<file path="config.mk">
export PLATFORM = sky130hd
export DESIGN_NAME = seq_restoring_divider
export DESIGN_NICKNAME = d
export VERILOG_FILES = /design/src/rtl/seq_restoring_divider.sv
export SDC_FILE = /design/constraint.sdc
export NUM_CORES = 1
export LEC_CHECK = 0
export CAP_MARGIN = 20
export CORE_UTILIZATION = 50
export CTS_BUF_LIST = sky130_fd_sc_hd__clkbuf_4 sky130_fd_sc_hd__clkbuf_8
export CTS_CLUSTER_DIAMETER = 30
export DETAILED_ROUTE_END_ITERATION = 10
export GPL_TIMING_DRIVEN = 0
export HOLD_SLACK_MARGIN = 0.06
export MAX_ROUTING_LAYER = met4
export PLACE_DENSITY = 0.75
export SYNTH_ARGS = -nofsm -noshare
export SYNTH_HDL_FRONTEND = slang
export SYNTH_SLANG_ARGS = --single-unit
</file>
<file path="constraint.sdc">
create_clock -name clk -period 6.8 [get_ports clk]
set_input_delay 1.36 -clock clk [delete_from_list [all_inputs] [get_ports clk]]
set_output_delay 1.36 -clock clk [all_outputs]
set_load 0.02 [all_outputs]
</file>
<file path="src/rtl/seq_restoring_divider.sv">
// Unsigned radix-2 restoring divider, one quotient bit per clock.
// Ports:
//   clk, rst (async, active high), start
//   x (dividend), y (divisor)
//   busy, done (1-cycle pulse), q, r, div_by_zero
module seq_restoring_divider #(
  parameter int WIDTH = 8
) (
  input  logic             clk,
  input  logic             rst,
  input  logic             start,
  input  logic [WIDTH-1:0] x,
  input  logic [WIDTH-1:0] y,
  output logic             busy,
  output logic             done,
  output logic [WIDTH-1:0] q,
  output logic [WIDTH-1:0] r,
  output logic             div_by_zero
);

  localparam int CW = $clog2(WIDTH + 1);

  typedef enum logic [1:0] {
    IDLE,
    CALC,
    FIN
  } state_t;

  state_t           state;
  logic [WIDTH-1:0] rem;
  logic [WIDTH-1:0] qsr;
  logic [WIDTH-1:0] dvs;
  logic [CW-1:0]    cnt;
  logic             zf;

  // Shifted partial remainder keeps the bit pulled out of qsr, so the
  // trial subtraction is WIDTH+1 wide; its MSB is the borrow/sign.
  logic [WIDTH:0] rs;
  logic [WIDTH:0] trial;

  always_comb begin
    rs    = {rem, qsr[WIDTH-1]};
    trial = rs - {1'b0, dvs};
  end

  always_ff @(posedge clk or posedge rst) begin
    if (rst) begin
      state       <= IDLE;
      rem         <= '0;
      qsr         <= '0;
      dvs         <= '0;
      cnt         <= '0;
      zf          <= 1'b0;
      busy        <= 1'b0;
      done        <= 1'b0;
      q           <= '0;
      r           <= '0;
      div_by_zero <= 1'b0;
    end else begin
      done <= 1'b0;
      unique case (state)
        IDLE: begin
          if (start && !busy) begin
            qsr         <= x;
            dvs         <= y;
            rem         <= '0;
            cnt         <= '0;
            busy        <= 1'b1;
            div_by_zero <= 1'b0;
            zf          <= (y == '0);
            state       <= (y == '0) ? FIN : CALC;
          end
        end
        CALC: begin
          // Negative trial: restore the shifted remainder, quotient bit 0.
          rem   <= trial[WIDTH] ? rs[WIDTH-1:0] : trial[WIDTH-1:0];
          qsr   <= {qsr[WIDTH-2:0], ~trial[WIDTH]};
          cnt   <= cnt + 1'b1;
          if (cnt == CW'(WIDTH - 1)) begin
            state <= FIN;
          end
        end
        FIN: begin
          if (zf) begin
            // qsr still holds the untouched dividend on this path.
            q           <= '1;
            r           <= qsr;
            div_by_zero <= 1'b1;
          end else begin
            q <= qsr;
            r <= rem;
          end
          done  <= 1'b1;
          busy  <= 1'b0;
          state <= IDLE;
        end
        default: begin
          state <= IDLE;
        end
      endcase
    end
  end

endmodule
</file>
Yosys cells after proc, flatten, opt, wreduce, memory -nomap -nowiden
Cells that the tools add are included.

Flip-flop bits (word level): 50. Bits in latches: 0. Memory bits (writable): 0. Bits in read-only memories: 0. Input port bits: 19. Output and inout port bits: 19. Logic and storage cells: 50. Memories: 0.

Add/subtract/negate cells: 2. Multipliers: 0. Divide/modulo/power cells: 0. $lt $le $gt $ge: 0. Equality and inequality tests: 6. Shift operators: 0. Multiplexer cells: 19. Bitwise operators: 1. Reduce and logical (&&, ||, !) cells: 11.

Operator list (number): $mux 8 (5); $pmux 8 s2 (2); $sub 9x8->9 (1); $logic_not 8->1 (1); $pmux 4 s2 (1); $reduce_and 2->1 (4); $mux 2 (3); $ne 2x2->1 const B (3); $add 4x1->4 const B (1); $eq 4x3->1 const B (1); $mux 1 (4); $mux 4 (1); $pmux 1 s2 (2); $pmux 2 s2 (1); $reduce_bool 2->1 (2); $reduce_and 3->1 (1); $eq 2x1->1 const B (1); $eq 2x2->1 const B (1); $logic_not 2->1 (1); $logic_and 1x1->1 (1); $logic_not 1->1 (1); $not 1->1 (1).

Logic depth before layout (Yosys ltp)
Word-level depth: 4. Depth in mapped cells: 9. Depth with buffers taken out: 9.

Worst setup path before layout
Ideal clock, no wire load.

Kind: input to register. From: input start. To: register qsr[0]. Library setup time: 0.126 ns. Arrival time: 2.220 ns. Data required time: 6.674 ns. Setup slack: 4.454 ns. Stages on the path: 4. Path buffers: 0. Path through: nand2b_1 > nor3_2 > nor2_1 > a221o_1.

Word-level cells in the longest chain between the ends: 3.

Ends and longest elaborated chain: start: declaration (RTL line 11) `input logic start,`; $logic_and 1x1->1 (RTL line 63) `if (start && !busy) begin`; $ne 2x2->1 (no source line); $reduce_and 2->1 (no source line); end signal: assignment (RTL line 77) `qsr <= {qsr[WIDTH-2:0], ~trial[WIDTH]};`; end: declaration (RTL line 31) `logic [WIDTH-1:0] qsr;`.

No other way between the ends. A chain may end at the register's enable or synchronous reset.

Final worst setup path
Same ends and word-level chain as after synthesis.

==> flow_summary.yaml <==
global_route:
  gr-usage-met2_pct: 37.2
  grt_first_pass_wirelength_um: 9360
  grt_max_degree: 37
  track_usage_pct: 24.5
  first_global_vias: 1940
  antenna_found_initial: 0
  grtUsageMet1_pct: 31.9
  grt.overflow.total: 0
  busiest_layer: "met2"
  grtUsageMet3_pct: 5.11
final_layout:
  nFillCells: 421
  nNetsFinal: 339
  drive_gt1_share_pct: 5.47
  area_delta_synth_final_pct: 23.0
  final_cells: 378
  design_area_um2: 3100
  utilization_pct: 64.8
  antenna_cells: 0
  seq_area_um2: 1250
  multi_input_area_um2: 1180
detailed_routing:
  first_iter_violations: 185
  drc: 0
  ant_nets: 0
  routed_wl_um: 5420
  viasPerCell: 5.39
  vias: 2037
  wl_per_cell_um: 14.3
  dr.pass1.iters: 4
clock_tree:
  htree_levels: 2
  numClockSinks: 50
  cts_inserted_buffers: 5
  cts_resized: 0
  cts-root-buf: "clkbuf_8"
  clkSlewWorstSetupHoldPaths_ps: 90
  hold_buffers: 0
  clk_path_buf_depth: 2
  cts_setup_buffers: 0
  cts_tree: "yes"
  clock_latency_ps: 320
sta:
  hold_viol: 0
  slew_violations: 0
  post-route-period-util_pct: 41.3
  fin_ws_ps: 3990
  hold-worst-slack_ps: 470
  max_freq_mhz: 356
  slew_headroom_pct: 54.9
  tightest_slew_ps: 674
  fin_skew_ps: 12.0
  fin_crit_ps: 2810
  grt_setup_unrepaired: "false"
  setup_viol: 0
  final.setup.tns_ps: 0
place:
  io_buffers: 37
  gp_congestion: 0.873
  dp.cells: 370
  dp.final_hpwl_um: 4060
  place_ws_ps: 3670
  dpl-instance-area_um2: 3000
critical_path:
  required_ps: 7000
  reg2reg_from: "qsr[7]$_DFFE_PP0P_"
  critPathArrivalTime_ps: 3010
  cp-startpoint: "start"
  end_kind: "flop"
  cp-start-kind: "input pin"
  crit_path_max_fanout: 10
  crit_type: "input pin to flop"
  r2r_setup_slack_ps: 4310
run_status:
  status: "finished clean"
power:
  power_leakage_nw: 1.42
  power.density_nw_per_um2: 481
  peakVddDrop_v: 0.000261
  total_power_mw: 1.49
die:
  start_util_pct: 52.7
  die_area_um2: 5330
  die_w_um: 73.0
  core_area_um2: 4790
  core.rowCount: 25
  die_h_um: 73.0
  pin_count: 38
logic_synthesis:
  synth_area_per_cell_um2: 9.52
  synthDistinctLibCells: 41
  syn_nets: 294
  syn-cell-area_um2: 2520
  seq_area_frac_synth_pct: 49.6
  netlist_instances: 265
  synth_warnings: 0
  synth_seq_cells: 50
run:
  maxCapViolations: 0
hold_path:
  min-delay-start: "q[4]$_DFFE_PP0P_"
  hold_class: "flop to flop"
cells by family (layout without fill, tap and decap cells):
kind of cell / count (synthesis) / after routing / share of synthesized area (%)
simple gates: 98 / 98 / 18.4
compound gates: 63 / 63 / 15.5
flops: 50 / 50 / 49.6
buf+inv: 24 / 70 / 3.57
mux: 15 / 15 / 6.00
fa+ha+maj: 10 / 10 / 5.26
xor+xnor: 5 / 5 / 1.74
sequential cells by signal, summed over array words and instances, names as in the netlist:
name,cells
rem,8
r,8
busy,1
dvs,8
div_by_zero,1
q,8
cnt,4
qsr,8
zf,1
state,2
done,1
placed cells by master, fill, tap and decap left out, drive strengths merged:
master,count
nand2,62
dfrtp,50
o21ai,40
clkdlybuf4s50,37
clkbuf,18
mux2i,14
inv,11
ha,9
nor2,9
nand3,8
a22oi,7
nand2b,4
a21oi,4
xnor2,3
nor2b,3
nor3,3
a21o,2
nand3b,2
xor2,2
nor4,2
nand4,2
a22o,2
clkinv,2
buf,2
o211a,1
o31a,1
o311a,1
a211oi,1
or3,1
o21a,1
o2111ai,1
and4b,1
and4bb,1
o31ai,1
a221o,1
mux2,1
fa,1
cell type report:
class                           instances  share of cell area [%]
Tap cell                               67                    2.70
Inverter                               12                    1.45
Buffer                                 12                    1.45
Timing Repair Buffer                   38                    12.6
Clock inverter                          1                   0.282
Multi-Input combinational cell        191                    38.1
Clock buffer                            7                    3.11
Sequential cell                        50                    40.3
path summary, 6_finish.rpt:
path / to / cells past startpoint
max in group asynchronous: dvs[3]$_DFFE_PP0P_ / 3
min: q[4]$_DFFE_PP0P_ / 2
max reg2reg: rem[1]$_DFFE_PP0P_ / 9
max: qsr[0]$_DFFE_PP0P_ / 5
min in group asynchronous: q[2]$_DFFE_PP0P_ / 2
min reg2reg: q[4]$_DFFE_PP0P_ / 2
critical path, stage by stage:
cell and delay, ps:
clkdlybuf4s50_1 460, nand2b_1 90, nor3_2 440, nor2_1 310, a221o_1 350
metal layers:
metal | part of all wire [%] | vias up | routed length [um]
li1 | - | 1015 | -
met1 | 46 | 965 | 2500
met2 | 48 | 47 | 2600
met3 | 3.5 | 10 | 187
met4 | 2.3 | 0 | 123
met5 | 0 | - | 0
synthesized netlist by cell type:
library cell / count / share of area (%)
o311a_4: 1 / 0.84
mux2i_1: 14 / 5.6
nand3_1: 8 / 1.6
o31ai_1: 1 / 0.30
ha_1: 9 / 4.5
nor2b_4: 1 / 0.55
nor2b_1: 2 / 0.50
nor3_2: 1 / 0.40
o21ai_2: 1 / 0.35
o211a_1: 1 / 0.40
buf_1: 1 / 0.15
nand3b_1: 2 / 0.60
a22o_1: 2 / 0.69
and4b_1: 1 / 0.40
o2111ai_1: 1 / 0.35
a211oi_1: 1 / 0.30
inv_1: 11 / 1.6
o31a_1: 1 / 0.35
a21o_1: 2 / 0.60
a221o_1: 1 / 0.40
a21oi_1: 4 / 0.79
xor2_1: 2 / 0.69
nand2_1: 62 / 9.2
nor2_8: 1 / 0.79
o21ai_0: 38 / 7.5
nor2_1: 8 / 1.2
mux2_2: 1 / 0.45
nand4_1: 2 / 0.50
clkbuf_1: 11 / 1.6
nor3_1: 2 / 0.40
xnor2_1: 3 / 1.0
nor4_1: 2 / 0.50
a22oi_1: 7 / 2.1
dfrtp_1: 50 / 50
o21a_1: 1 / 0.30
or3_1: 1 / 0.25
o21ai_1: 1 / 0.20
nand2b_1: 4 / 0.99
and4bb_2: 1 / 0.50
fa_1: 1 / 0.79
clkinv_1: 1 / 0.15
power breakdown:
| group | total [mW] | switching, mW | internal (mW) |
|---|---|---|---|
| Sequential | 0.509 | 0.0941 | 0.414 |
| Combinational | 0.791 | 0.429 | 0.363 |
| Clock | 0.193 | 0.0995 | 0.0933 |
No activity file was read; power rests on OpenSTA's default activity.
